`src/rtl/count_min_hour_pkg.sv`:
```
// Shared clock-datapath definitions: FSM encodings, field widths, wrap defaults
// and the 24 h -> 12 h display helper used by the time stages.
package count_min_hour_pkg;

    localparam int MIN_W        = 6;
    localparam int HOUR_W       = 5;
    localparam int MIN_MAX_DEF  = 59;
    localparam int HOUR_MAX_DEF = 23;

    localparam logic [1:0] ST_RUN      = 2'b00;
    localparam logic [1:0] ST_SET_HOUR = 2'b01;
    localparam logic [1:0] ST_SET_MIN  = 2'b10;

    typedef struct packed {
        logic [HOUR_W-1:0] hour;
        logic              pm;
    } disp_t;

    // Midnight reads as 12 AM and noon as 12 PM.
    function automatic disp_t to_12h(input logic [HOUR_W-1:0] h);
        disp_t d;
        if (h == 5'd0) begin
            d.hour = 5'd12;
            d.pm   = 1'b0;
        end else if (h < 5'd12) begin
            d.hour = h;
            d.pm   = 1'b0;
        end else if (h == 5'd12) begin
            d.hour = 5'd12;
            d.pm   = 1'b1;
        end else begin
            d.hour = h - 5'd12;
            d.pm   = 1'b1;
        end
        return d;
    endfunction

endpackage

```
`src/rtl/btn_edge.sv`:
```
// Rising-edge detector for a clean level button; history resets to 1 so a
// button already held when reset releases never produces an edge.
module btn_edge (
    input  logic clk,
    input  logic rst,
    input  logic btn,
    output logic rise
);

    logic hist;

    always_ff @(posedge clk) begin
        if (rst) begin
            hist <= 1'b1;
        end else begin
            hist <= btn;
        end
    end

    assign rise = btn & ~hist;

endmodule

```
`src/rtl/count_min_hour.sv`:
```
// Minute/hour stage of the clock datapath: wrap counters driven by the minute
// carry, a two-button time-set FSM, day carry and 12 h display conversion.
module count_min_hour
    import count_min_hour_pkg::*;
#(
    parameter int MIN_MAX  = MIN_MAX_DEF,
    parameter int HOUR_MAX = HOUR_MAX_DEF
) (
    input  logic              clk,
    input  logic              rst,
    input  logic              pulse_min,
    input  logic              btn_mode,
    input  logic              btn_up,
    input  logic              mode_12h,
    output logic [MIN_W-1:0]  cnt_min,
    output logic [HOUR_W-1:0] cnt_hour,
    output logic [HOUR_W-1:0] disp_hour,
    output logic              pm,
    output logic [1:0]        set_state,
    output logic              pulse_day,
    output logic              clr_sec
);

    localparam logic [MIN_W-1:0]  MIN_LAST  = MIN_W'(MIN_MAX);
    localparam logic [HOUR_W-1:0] HOUR_LAST = HOUR_W'(HOUR_MAX);

    logic       mode_edge;
    logic       up_edge;
    logic [1:0] state;
    disp_t      conv;

    btn_edge u_mode_edge (
        .clk  (clk),
        .rst  (rst),
        .btn  (btn_mode),
        .rise (mode_edge)
    );

    btn_edge u_up_edge (
        .clk  (clk),
        .rst  (rst),
        .btn  (btn_up),
        .rise (up_edge)
    );

    always_ff @(posedge clk) begin
        if (rst) begin
            state     <= ST_RUN;
            cnt_min   <= '0;
            cnt_hour  <= '0;
            pulse_day <= 1'b0;
            clr_sec   <= 1'b0;
        end else begin
            pulse_day <= 1'b0;
            clr_sec   <= 1'b0;
            case (state)
                ST_RUN: begin
                    // Minute carry is honoured even when the mode press leaves RUN this cycle.
                    if (pulse_min) begin
                        if (cnt_min == MIN_LAST) begin
                            cnt_min <= '0;
                            if (cnt_hour == HOUR_LAST) begin
                                cnt_hour  <= '0;
                                pulse_day <= 1'b1;
                            end else begin
                                cnt_hour <= cnt_hour + 5'd1;
                            end
                        end else begin
                            cnt_min <= cnt_min + 6'd1;
                        end
                    end
                    if (mode_edge) state <= ST_SET_HOUR;
                end
                ST_SET_HOUR: begin
                    if (up_edge) begin
                        cnt_hour <= (cnt_hour == HOUR_LAST) ? '0 : cnt_hour + 5'd1;
                    end
                    if (mode_edge) state <= ST_SET_MIN;
                end
                ST_SET_MIN: begin
                    if (up_edge) begin
                        cnt_min <= (cnt_min == MIN_LAST) ? '0 : cnt_min + 6'd1;
                    end
                    // Leaving set mode restarts the seconds from zero.
                    if (mode_edge) begin
                        state   <= ST_RUN;
                        clr_sec <= 1'b1;
                    end
                end
                default: state <= ST_RUN;
            endcase
        end
    end

    assign set_state = state;

    always_comb begin
        conv = to_12h(cnt_hour);
        if (mode_12h) begin
            disp_hour = conv.hour;
            pm        = conv.pm;
        end else begin
            disp_hour = cnt_hour;
            pm        = 1'b0;
        end
    end

endmodule

```
`config.mk`:
```
export PLATFORM = sky130hd
export DESIGN_NAME = count_min_hour
export DESIGN_NICKNAME = d
export VERILOG_FILES = /design/src/rtl/count_min_hour_pkg.sv /design/src/rtl/btn_edge.sv /design/src/rtl/count_min_hour.sv
export SDC_FILE = /design/constraint.sdc
export NUM_CORES = 1
export LEC_CHECK = 0
export CORE_MARGIN = 2
export CORE_UTILIZATION = 50
export DETAILED_ROUTE_END_ITERATION = 10
export PLACE_DENSITY = 0.93
export SYNTH_ARGS = -nofsm -noshare
export SYNTH_HDL_FRONTEND = slang
export SYNTH_HIERARCHICAL = 1
export SYNTH_SLANG_ARGS = --single-unit
```
`constraint.sdc`:
```
create_clock -name clk -period 5.6 [get_ports clk]
set_input_delay 1.12 -clock clk [delete_from_list [all_inputs] [get_ports clk]]
set_output_delay 1.12 -clock clk [all_outputs]
set_load 0.05 [all_outputs]
```
# After elaboration in Yosys (flattened, before gate mapping)
# Index checks and enable logic that the tools add are counted.
# word_totals
wordCells,60
input_bits,6
out_inout_bits,21
reg_bits,17
# op_classes
n_eq_ne,12
n_mux,20
add_sub_neg,3
n_lt_le_gt_ge,1
reduce_logical,9
n_bitwise,8
# op_table
operator,n
two-way mux 6 bit,6
two-way mux 5 bit,5
one-hot mux 6 bit (2 select lines),1
"!= test 2 bit, second input constant",5
one-hot mux 5 bit (2 select lines),1
"adder 6 x 1 -> 6 bit, second input constant",1
"equality test 6 bit, second input constant",1
two-way mux 2 bit,3
NOT 1 bit,6
one-hot mux 2 bit (3 select lines),1
AND reduction 3 bit,2
"adder 5 x 1 -> 5 bit, second input constant",1
"equality test 5 x 4 -> 1 bit, second input constant",1
"equality test 5 bit, second input constant",1
zero test 5 bit,1
"< comparator 5 x 4 -> 1 bit, second input constant",1
"subtractor 5 x 4 -> 5 bit, second input constant",1
"!= test 2 x 1 -> 1 bit, second input constant",2
AND reduction 4 bit,1
nonzero test 2 bit,2
OR reduction 4 bit,1
two-way mux 1 bit,3
bitwise AND 1 bit,2
"equality test 2 x 1 -> 1 bit, second input constant",1
3 further kinds,3

# Depth between registers and ports, before layout
# depth
depth_word,5
ltp_mapped,7
ltp_nobuf,6

# Modules after synthesis
# The synthesis kept the hierarchy.
# modules_own_cells
mod,seq_area_each_um2,cells_each,instances,area_each_um2
count_min_hour,300.3,108,1,904.6
btn_edge,20.0,3,2,32.5

# Worst setup path after synthesis
# OpenSTA, ideal clock, no wires.
# synth_timing
path_kind,register to output
start,register cnt_hour[2]
end,output disp_hour[4]
required_ns,4.480
arrival_ns,2.783
path_slack_ns,1.697
path_stages_with_launch,8
path_buffers,1
path_cell_list,dfxtp_1 -> clkbuf_1 -> inv_1 -> ha_1 -> nand2_1 -> a31oi_1 -> nand2b_1 -> o31ai_1
# synth_between
elab_chain_len,5
word_cells_on_any_way,8
classes_between,add/sub (1); order compare (1); eq/ne (1); mux (4); reduce/logical (1)
# synth_rtl
element,line,source
from (decl),count_min_hour.sv:16,"output logic [HOUR_W-1:0] cnt_hour,"
from (signal assigned),count_min_hour.sv:66,cnt_hour <= cnt_hour + 5'd1;
from (signal assigned),count_min_hour.sv:76,cnt_hour <= (cnt_hour == HOUR_LAST) ? '0 : cnt_hour + 5'd1;
subtractor 5 x 4 -> 5 bit or equality test 5 x 4 -> 1 bit (tied branches),"count_min_hour_pkg.sv:32, count_min_hour_pkg.sv:28",
two-way mux 6 bit,count_min_hour_pkg.sv:28,end else if (h == 5'd12) begin
two-way mux 6 bit,count_min_hour_pkg.sv:25,end else if (h < 5'd12) begin
two-way mux 6 bit *,count_min_hour_pkg.sv:22,if (h == 5'd0) begin
two-way mux 5 bit *,count_min_hour.sv:99,if (mode_12h) begin
to (decl),count_min_hour.sv:17,"output logic [HOUR_W-1:0] disp_hour,"
# Mark *: on every way between the ends. The rest lies on a longest branch, timed or not.

# Worst setup path in the final report
# layout_timing
start,input mode_12h
end,output disp_hour[3]
# layout_between
elab_chain_len,1
# layout_rtl
element,line,source
from (decl),count_min_hour.sv:14,"input logic mode_12h,"
two-way mux 5 bit,count_min_hour.sv:99,
# No other way between the ends.

==> flow_summary.json <==
{
  "hold_violations": 0,
  "crit_fanout": 4,
  "gr-total-overflow": 0,
  "switchingPower_uw": 67.56,
  "p_sw_share_pct": 29.02,
  "drv_cap": 0,
  "syn_nets": 126,
  "layout_min_cycle_time_ns": 3.975,
  "power_frac_comb_pct": 16.2,
  "ys.flop_type": "dfxtp_1",
  "cts_tree": "done",
  "rsz0062_at_grt": "no",
  "arrival_ns": 2.86,
  "tns_ns": 0,
  "multi_input_area_um2": 580.6,
  "ys_seq_elements": 17,
  "cp_cell_sequence": "clkdlybuf4s50_1 -> inv_1 -> a21oi_1 -> o32a_1 -> clkdlybuf4s50_1",
  "num_rows": 15,
  "fin_nets": 153,
  "yosysUniqueCellTypes": 39,
  "die-height_um": 48.04,
  "fin_area_um2": 1270,
  "yosys-top-cells-area": "dfxtp_1 35%, ha_1 7.7%, xnor2_1 4.5%",
  "critical_path.max_stage_delay_ns": 0.80,
  "synth_top_family_by_area": "simple AND/OR/NAND/NOR gates",
  "hpwl_um": 1755,
  "cts-resized-gates": 0,
  "synthArstFlopShare_pct": 0,
  "start_util_pct": 54.39,
  "worstSetupEndpointType": "output port",
  "first_pass_iters": 4,
  "slew_violations": 0,
  "die_w_um": 48.04,
  "syn_avg_cell_area_um2": 8.506,
  "synth.cell_area_um2": 969.7,
  "seqPwrFrac_pct": 55.3,
  "grt_use_total_pct": 23.52,
  "post-route-period-util_pct": 70.98,
  "layout-drive-gt1-share_pct": 6.429,
  "status": "finished clean",
  "power_density_nw_per_um2": 183.3,
  "clk_pin_slew_ns": 0.10,
  "synth-adder-area-share_pct": 7.742,
  "routedWlPerCell_um": 14.66,
  "yosys.area_share.simple_pct": 26.19,
  "hold_class": "reg2reg",
  "final_common_cell": "clkdlybuf4s50_1",
  "drc": 0,
  "postPlaceCellArea_um2": 1242,
  "cts_buffers": 3,
  "place.gp.congestion": 0.7702,
  "setup-violations-final": 0,
  "timing.rr.start": "cnt_min[0]",
  "ios": 27,
  "synth_compound_area_share_pct": 20.39,
  "ctsHoldBuffers": 0,
  "grt_pass1_vias": 901,
  "dp.cells": 161,
  "skew_ns": 0.003885,
  "synth_top_area_cell": "dfxtp_1",
  "synth_cells": 114,
  "layout.cells.non_filler": 165,
  "dieArea_um2": 2308,
  "coreArea_um2": 1783,
  "whs_endpoint": "cnt_min[1]",
  "grt_max_degree": 16,
  "synth_xor_area_share_pct": 4.516,
  "post_cts_buffers": 0,
  "antennaDiodeCount": 0,
  "cp_common_cell": "clkdlybuf4s50_1",
  "layout_common_cells": "26 x clkdlybuf4s50_1, 17 x dfxtp_1, 9 x nor2_1, 8 x inv_1",
  "whs_path_depth": 2,
  "via_per_inst": 5.933,
  "clock_latency_ns": 0.30,
  "p_clk_share_pct": 28.6,
  "h-tree-depth": 1,
  "reg2reg_depth": 5,
  "clock-sinks": 17,
  "ff2ff_setup_slack_ns": 3.72,
  "p_total_uw": 232.8,
  "crit_type": "in2out",
  "grt_pass1_wl_um": 3850,
  "synth_seq_area_share_pct": 35.10,
  "root_buffer": "clkbuf_4",
  "fillers": 141,
  "ir_drop_mv": 0.1492,
  "p_leak_uw": 0.0004668,
  "p_int_uw": 165.2,
  "regArea_um2": 340.3,
  "yosys.area.top_type_share_pct": 35.10,
  "worst_r2r_endpoint": "cnt_min[4]",
  "muxShareOfSynthArea_pct": 1.032,
  "synth_edf_count": 0,
  "vias": 979,
  "required_ns": 4.48,
  "cpMaxStageDelayCell": "clkdlybuf4s50_1",
  "drtAntennaViolNets": 0,
  "area_delta_synth_final_pct": 30.97,
  "holdWs_ns": 0.5344,
  "timing.fmax_ghz": 0.2516,
  "slew_headroom_pct": 53.04,
  "antenna_found_initial": 0,
  "worstSetupStartpointType": "input port",
  "worst_slew_pin_slew_ns": 0.6984,
  "yosys_warnings": 6,
  "hold_path_startpoint": "cnt_min[1]",
  "io_buffers": 26,
  "routed_wirelength_um": 2419,
  "drtIter0Drc": 41,
  "cts.path.max_buffers": 2
}
==> how the worst max path moves through the flow <==
stage	from	end	slack, ns	cells after the start
finish	mode_12h	disp_hour[3]	1.62	5
global route	mode_12h	disp_hour[3]	1.53	5
detailed placement	mode_12h	disp_hour[0]	1.62	5
floorplan	cnt_hour[2]	disp_hour[4]	1.70	7
CTS	mode_12h	disp_hour[0]	1.60	5
global placement	mode_12h	disp_hour[2]	1.70	5
==> through the flow <==
stage	util [%]	worst slack, ns
after floorplan	-	1.697
after global placement	69.68	1.697
after detailed placement	69.68	1.616
after CTS	71.23	1.604
after global routing	71.23	1.526
final	71.23	1.625
==> final cells by class <==
| type | count | area share [%] |
|---|---|---|
| clock buffer | 3 | 1.773 |
| clock inverter | 1 | 0.3941 |
| timing repair buffer | 26 | 20.49 |
| inverter | 8 | 2.365 |
| sequential | 17 | 26.80 |
| multi-input combinational | 85 | 45.71 |
| tap | 25 | 2.463 |
==> cell usage after synthesis (2+ instances only) <==
cell,instances
o21ai_0,7
nor4b_1,2
nor2b_1,3
and3_1,2
o31ai_1,3
dfxtp_1,17
a31oi_1,3
ha_1,6
or2_1,2
clkbuf_1,3
a21oi_1,7
xnor2_1,5
inv_1,8
nor3b_1,3
nand3_1,6
nor3_1,3
nor2_1,9
nand2_1,4
==> per-layer routing <==
metal  wire (um)  global-route usage (%)
met2        1240                   41.87
met3         129                   3.774
met1         994                   27.27
met4          55                   10.81
met5           0                       0
==> power by group through the flow <==
stage	Clock (uW)	Sequential, uW	Combinational, uW
after floorplan	0	138	16.9
after global placement	0	131	36.3
after detailed placement	0	131	37.2
after CTS	66.7	129	37.7
after global routing	71.0	129	40.2
final	66.5	129	37.6
==> registers in the layout, indices dropped and copies added, names as in the netlist <==
signal / count
cnt_min: 6
cnt_hour: 5
set_state: 2
clr_sec: 1
pulse_day: 1
u_mode_edge/hist: 1
u_up_edge/hist: 1
==> cell families (layout without fill, tap and decap cells) <==
kind of cell               count (synthesis)  in the layout
and+or+nand+nor                           44             44
AOI/OAI and AO/OA                         29             29
xor gates and xnor gates                   5              5
DFF                                       17             17
adders and majority gates                  6              6
buffers and inverters                     12             38
muxes                                      1              1
==> critical path, delay by kind of cell <==
family	cells	cell delay, ns
compound gates	2	0.38
buf+inv	3	1.36
No activity file was read; power rests on OpenSTA's default activity.
